--- src/rtl/key_event_decoder.sv ---
// key_event_decoder: debounces an active-low push button and classifies each
// gesture as a short, long or double press, one single-cycle flag per gesture.
//
// Handshake: none. Flags are one-cycle, registered, mutually exclusive pulses
// with no back-pressure; the consumer must sample them every cycle.
module key_event_decoder #(
  parameter logic [19:0] CNT_DEB  = 20'd999_999,
  parameter logic [25:0] CNT_LONG = 26'd49_999_999,
  parameter logic [25:0] CNT_DBL  = 26'd14_999_999
) (
  input  logic sys_clk,
  input  logic sys_rst,
  input  logic key_in,
  output logic key_level,
  output logic short_flag,
  output logic long_flag,
  output logic double_flag
);

  typedef enum logic [1:0] {
    IDLE   = 2'd0,
    PRESS1 = 2'd1,
    WAIT2  = 2'd2,
    HOLD   = 2'd3
  } state_t;

  localparam logic [25:0] TMR_MAX = '1;

  logic        sync0;
  logic        sync1;
  logic        pressed_raw;
  logic [19:0] deb_cnt;

  // Current FSM state; kept as a named typed signal so checkers can bind to it.
  state_t      state;
  state_t      state_next;
  logic [25:0] tmr;
  logic [25:0] tmr_next;
  logic        short_next;
  logic        long_next;
  logic        double_next;

  // Two-flop synchronizer; idles at released (1) so reset looks like no press.
  always_ff @(posedge sys_clk or posedge sys_rst) begin
    if (sys_rst) begin
      sync0 <= 1'b1;
      sync1 <= 1'b1;
    end else begin
      sync0 <= key_in;
      sync1 <= sync0;
    end
  end

  assign pressed_raw = ~sync1;

  // Debounce: a new level must be seen CNT_DEB+1 consecutive cycles to be taken.
  always_ff @(posedge sys_clk or posedge sys_rst) begin
    if (sys_rst) begin
      key_level <= 1'b0;
      deb_cnt   <= '0;
    end else if (pressed_raw != key_level) begin
      if (deb_cnt == CNT_DEB) begin
        key_level <= ~key_level;
        deb_cnt   <= '0;
      end else begin
        deb_cnt <= deb_cnt + 20'd1;
      end
    end else begin
      deb_cnt <= '0;
    end
  end

  // Event FSM state, timer and registered flags.
  always_ff @(posedge sys_clk or posedge sys_rst) begin
    if (sys_rst) begin
      state       <= IDLE;
      tmr         <= '0;
      short_flag  <= 1'b0;
      long_flag   <= 1'b0;
      double_flag <= 1'b0;
    end else begin
      state       <= state_next;
      tmr         <= tmr_next;
      short_flag  <= short_next;
      long_flag   <= long_next;
      double_flag <= double_next;
    end
  end

  // Next-state and flag decode; a key_level change always takes priority over
  // a timer expiry landing in the same cycle.
  always_comb begin
    state_next  = state;
    tmr_next    = (tmr == TMR_MAX) ? tmr : tmr + 26'd1;
    short_next  = 1'b0;
    long_next   = 1'b0;
    double_next = 1'b0;
    case (state)
      IDLE: begin
        tmr_next = '0;
        if (key_level) begin
          state_next = PRESS1;
        end
      end
      PRESS1: begin
        if (!key_level) begin
          state_next = WAIT2;
          tmr_next   = '0;
        end else if (tmr == CNT_LONG) begin
          long_next  = 1'b1;
          state_next = HOLD;
          tmr_next   = '0;
        end
      end
      WAIT2: begin
        if (key_level) begin
          double_next = 1'b1;
          state_next  = HOLD;
          tmr_next    = '0;
        end else if (tmr == CNT_DBL) begin
          short_next = 1'b1;
          state_next = IDLE;
          tmr_next   = '0;
        end
      end
      HOLD: begin
        tmr_next = '0;
        if (!key_level) begin
          state_next = IDLE;
        end
      end
      default: begin
        state_next = IDLE;
        tmr_next   = '0;
      end
    endcase
  end

endmodule

--- config.mk ---
export PLATFORM = sky130hd
export DESIGN_NAME = key_event_decoder
export DESIGN_NICKNAME = d
export VERILOG_FILES = /design/src/rtl/key_event_decoder.sv
export SDC_FILE = /design/constraint.sdc
export NUM_CORES = 1
export LEC_CHECK = 0
export CAP_MARGIN = 20
export CORE_ASPECT_RATIO = 0.6
export CORE_MARGIN = 5
export CORE_UTILIZATION = 55
export DETAILED_ROUTE_END_ITERATION = 7
export GPL_TIMING_DRIVEN = 0
export HOLD_SLACK_MARGIN = 0.08
export PLACE_DENSITY = 0.75
export SYNTH_ARGS = -nofsm -noshare
export SYNTH_HDL_FRONTEND = slang
export SYNTH_SLANG_ARGS = --single-unit
--- constraint.sdc ---
create_clock -name sys_clk -period 2.2 [get_ports sys_clk]
set_input_delay 0.44 -clock sys_clk [delete_from_list [all_inputs] [get_ports sys_clk]]
set_output_delay 0.44 -clock sys_clk [all_outputs]
set_load 0.05 [all_outputs]
# After elaboration in Yosys (flattened, before gate mapping)
# Cells that the tools add are included.
# totals
latchBits	0
output_inout_bits	4
register_bits	54
elab_cells	52
ramBits	0
mem_count	0
mem_bits_ro	0
inputBits	3
# classes
bitwise	2
n_eq_ne	12
add_sub_neg	2
mul	0
reduce_logical	4
n_mux	23
shifts	0
n_lt_le_gt_ge	0
n_div	0
# op_table
op	count
26-bit 2-to-1 mux	5
26-bit one-hot mux with 3 select lines	1
26-bit == test (second input constant)	2
20-bit 2-to-1 mux	2
26-bit by 1-bit adder with 26-bit output (second input constant)	1
26-bit by 24-bit == test with 1-bit output (second input constant)	1
20-bit by 1-bit adder with 20-bit output (second input constant)	1
20-bit == test (second input constant)	1
2-bit 2-to-1 mux	6
1-bit 2-to-1 mux	8
2-bit one-hot mux with 4 select lines	1
3-bit inequality test (second input constant)	2
2-bit == test (second input constant)	2
2-bit inequality test (second input constant)	2
4-bit AND reduction	1
2-bit by 1-bit == test with 1-bit output (second input constant)	1
2-bit zero test	1
1-bit NOT	2
2-bit AND reduction	1
2-bit OR reduction	1
1-bit inequality test	1

# Logic depth before layout (Yosys ltp)
# depth
word_depth	5
ltp_mapped	8
ltp_nobuf	6

# Least setup slack after synthesis
# Ideal clock, no wire load.
# synth_path
kind	register to register
startpoint	register tmr[18]
endpoint	register tmr[7]
arrival_ns	1.942
t_required_ns	2.070
n_path_buf	1
path_slack_ns	0.128
setup_time_ns	0.130
period_less_slack_ns	2.072
path_stages_with_launch	7
path_cell_list	dfrtp_1 > nand4b_1 > or4_1 > or4_1 > a22oi_4 > buf_4 > a21oi_1
# synth_between
elab_chain_len	5
word_cells_on_any_way	9
cone_classes	eq/ne (3); mux (6)
# synth_lines
element	line_no	source
from (decl)	37	logic [25:0] tmr;
from (signal assigned)	83	tmr <= tmr_next;
26-bit == test	94	tmr_next = (tmr == TMR_MAX) ? tmr : tmr + 26'd1;
26-bit 2-to-1 mux	94	
26-bit 2-to-1 mux, on equally long branches	120, 109	
26-bit 2-to-1 mux, on equally long branches	116, 106	
26-bit one-hot mux with 3 select lines (*)	98	case (state)
net tmr_next[7]	38	logic [25:0] tmr_next;
# Mark *: on every way through the listed nets, which the timed path passes. The rest lies on a longest branch.
# A chain may end at the register's enable or synchronous reset.

# Worst setup path after layout
# Same ends and word-level chain as after synthesis.

==> metrics.cfg <==
[clocking]
clk_pin_slew_ps = 90
cts_sinks = 54
cts-root-buf = clkbuf_8
cts_max_level = 2
numCtsBuffers = 5
clockBufferDepth = 2
cts_tree = built
insertion_delay_ps = 310

[synth]
yosys.area_share.xor_xnor_pct = 10.3
synth_fp_nets = 295
synth_cell_types = 51
synth_top_area_share_pct = 46.6
syn-instance-count = 290
synthSimpleGateAreaFrac_pct = 28.6
synth_area_mm2 = 0.00279
synth-compound-area-share_pct = 8.02
ys.warnings.count = 0
ys.flop_type = dfrtp_1
avgSynthCellArea_um2 = 9.63
synth.area.mux_share_pct = 0.717
synth_edf_count = 0
synthAdderAreaFrac_pct = 0.896
ys_seq_area_share_pct = 48.5
synth-async-reset-ratio_pct = 100
synth-seq-cells = 54
synth_top_cell_by_area = dfrtp_1
synth_top_family_by_area = simple AND/OR/NAND/NOR gates
synthTopCellsByArea = dfrtp_1 47%, xor2_1 6.6%, nor2_1 6.2%

[power_and_ir_drop]
p_clk_share_pct = 39.7
p_sw_share_pct = 20.7
p_per_area_mw_per_mm2 = 519
pwr-share-comb_pct = 2.5
p_seq_share_pct = 57.8
p_leak_nw = 1.37
internal_power_mw = 1.38
total_power_mw = 1.74
p_switching_mw = 0.360
ir_drop_mv = 0.300

[drt]
firstDrtPassIters = 6
ant_nets = 0
drc = 0
drt_iter0_markers = 180
wire_per_inst_um = 17.4
wl_um = 6700
vias = 2314
viasPerCell = 5.99

[timing]
tightest_slew_ps = 776
period_share_pct = 104
clock.fmax_mhz = 436
period_needed_ps = 2290
layout_setup_ws_ps = -91.2
rsz0062_at_grt = yes
fin_setup_tns_ps = -698
slew_headroom_pct = 47.8
finalSetupViolCount = 22
hold_violations = 0
finClkSkew_ps = 5.92
slew_viol_final = 0

[die]
start_util_pct = 56.1
num_io_pins = 7
die_area_mm2 = 0.00665
dieHeight_um = 65.2
placementRows = 20
coreArea_mm2 = 0.00498
die_w_um = 102

[placed_design]
pre_cts_ws_ps = -246
gp_congestion = 0.919
detailedPlacementHpwl_um = 4190
io_buffers = 6
placed_cell_area_mm2 = 0.00296

[critical_path]
worstPathRequired_ps = 2400
path_max_fanout = 7
end_kind = flip-flop
startpoint_type = flip-flop
ff2ff_path_depth = 7
cp_data_arrival_time_ps = 2490
worstSetupPathType = reg2reg

[grt]
grt_pass1_wl_um = 11100
grt_start_max_net_pins = 42
antenna_found_initial = 0
grt_pass1_vias = 2223
grt-ovfl-total = 0
grt_usage_pct = 21.4

[run_status]
violations = setup timing
status = finished, violations left

[cells_and_area]
num-fill-cells = 385
syn_to_final_growth_pct = 19.8
diodes = 0
nets = 325
multi_input_area_mm2 = 0.00147
drive_gt1_share_pct = 21.9
final_cell_area_mm2 = 0.00335
register_area_mm2 = 0.00136

[run]
max_cap_violations = 0

[worst_hold_path]
hold_depth = 0
hold_path.class = reg2reg

## area by class of cell
cell class | count | area share [%]
Buffer | 6 | 1.16
Clock buffer | 6 | 2.47
Clock inverter | 1 | 0.897
Inverter | 8 | 0.897
Multi-Input combinational cell | 218 | 43.9
Sequential cell | 54 | 40.7
Tap cell | 66 | 2.47
Timing Repair Buffer | 27 | 7.44
## logic make-up after synthesis
kind of cell	Yosys count
AND/OR/NAND/NOR	149
flip-flops	54
XOR/XNOR	33
AO/OA/AOI/OAI	32
buffers and inverters	18
multiplexers	2
adder cells (fa/ha/maj)	2
## layout by cell type (no fill, tap or decap), drive strengths merged, types with 3 or more instances in the layout
| cell type | count |
|---|---|
| and4 | 3 |
| nand3 | 19 |
| o21ai | 6 |
| xor2 | 21 |
| nand2b | 4 |
| or4 | 6 |
| xnor2 | 12 |
| nor4b | 3 |
| buf | 25 |
| clkbuf | 8 |
| clkdlybuf4s50 | 6 |
| or3 | 8 |
| nand2 | 17 |
| nor4 | 5 |
| nand4 | 14 |
| nor3 | 8 |
| and3 | 8 |
| dfrtp | 52 |
| a21oi | 12 |
| nor2 | 46 |
| o31ai | 3 |
| inv | 8 |
## metal layers
layer / vias to the layer above / global-route usage, % / share of wire, % / routed length [um]
met4: 0 / 7.04 / 1.6 / 108
met2: 96 / 27.8 / 41 / 2740
met5: - / 0 / 0 / 0
li1: 1088 / - / - / -
met1: 1113 / 33.6 / 50 / 3370
met3: 17 / 5.94 / 7.3 / 487
## what timing repair did
| action | 4_1_cts | 5_1_grt |
|---|---|---|
| setup buffers | 10 | 8 |
| pin swaps | 5 | 10 |
| hold buffers | 0 | 0 |
| resized for setup | 23 | 20 |
| gates cloned | 2 | 0 |
| setup endpoints to repair | 35 | 45 |
## critical path: stages (launching register included)
cell and delay, ps:
dfrtp_2 450, nand4b_1 170, or4_1 480, or4_4 460, a22oi_4 290, buf_6 160
buf_6 120, a21oi_1 50
## power by group through the flow
stage               clock network (mW)  registers (mW)  logic, mW
global placement                     0            1.02     0.0409
CTS                              0.692            1.00     0.0458
floorplan                            0            1.02     0.0286
detailed placement                   0            1.02     0.0466
finish                           0.690            1.00     0.0434
global route                     0.751            1.01     0.0510
## flip-flops by register name, indices dropped and copies added, names as in the netlist
| register | cells |
|---|---|
| long_flag | 1 |
| tmr | 26 |
| sync1 | 1 |
| deb_cnt | 20 |
| short_flag | 1 |
| double_flag | 1 |
| key_level | 1 |
| sync0 | 1 |
| state | 2 |
## per-stage QoR
step | hold WS (ps) | util [%] | cells
after floorplan | 345 | - | 290
after global placement | 347 | 59.0 | 362
after detailed placement | 351 | 59.4 | 363
after CTS | 373 | 65.1 | 381
after global routing | 363 | 67.2 | 386
final | 366 | 67.2 | 386
## Yosys cell counts (2+ instances only)
cell type,count
o31ai_1,2
xor2_1,21
mux2i_1,2
inv_1,8
nand4_1,13
a21oi_1,11
ha_1,2
buf_2,3
a211oi_1,2
and4_1,3
and3_1,8
nand3_1,18
xnor2_1,12
nor4b_1,3
dfrtp_1,52
dfstp_2,2
or3_1,7
o21ai_1,4
clkbuf_1,3
nor3_1,8
nor2_1,46
buf_4,3
or4_1,5
nand2_1,17
o21ai_0,2
nor4_1,4
nand4b_1,2
nand2b_1,4
## path summary, 6_finish.rpt
check / startpoint / to / slack [ps]
min in group asynchronous: sys_rst / tmr[0] / 400
setup / recovery: tmr[18] / tmr[7] / -90
max in group asynchronous: sys_rst / sync1 / 1230
hold reg to reg: sync0 / sync1 / 370
setup reg to reg: tmr[18] / tmr[7] / -90
hold / removal: sync0 / sync1 / 370
Note: power is estimated with default switching activity, not from simulation.
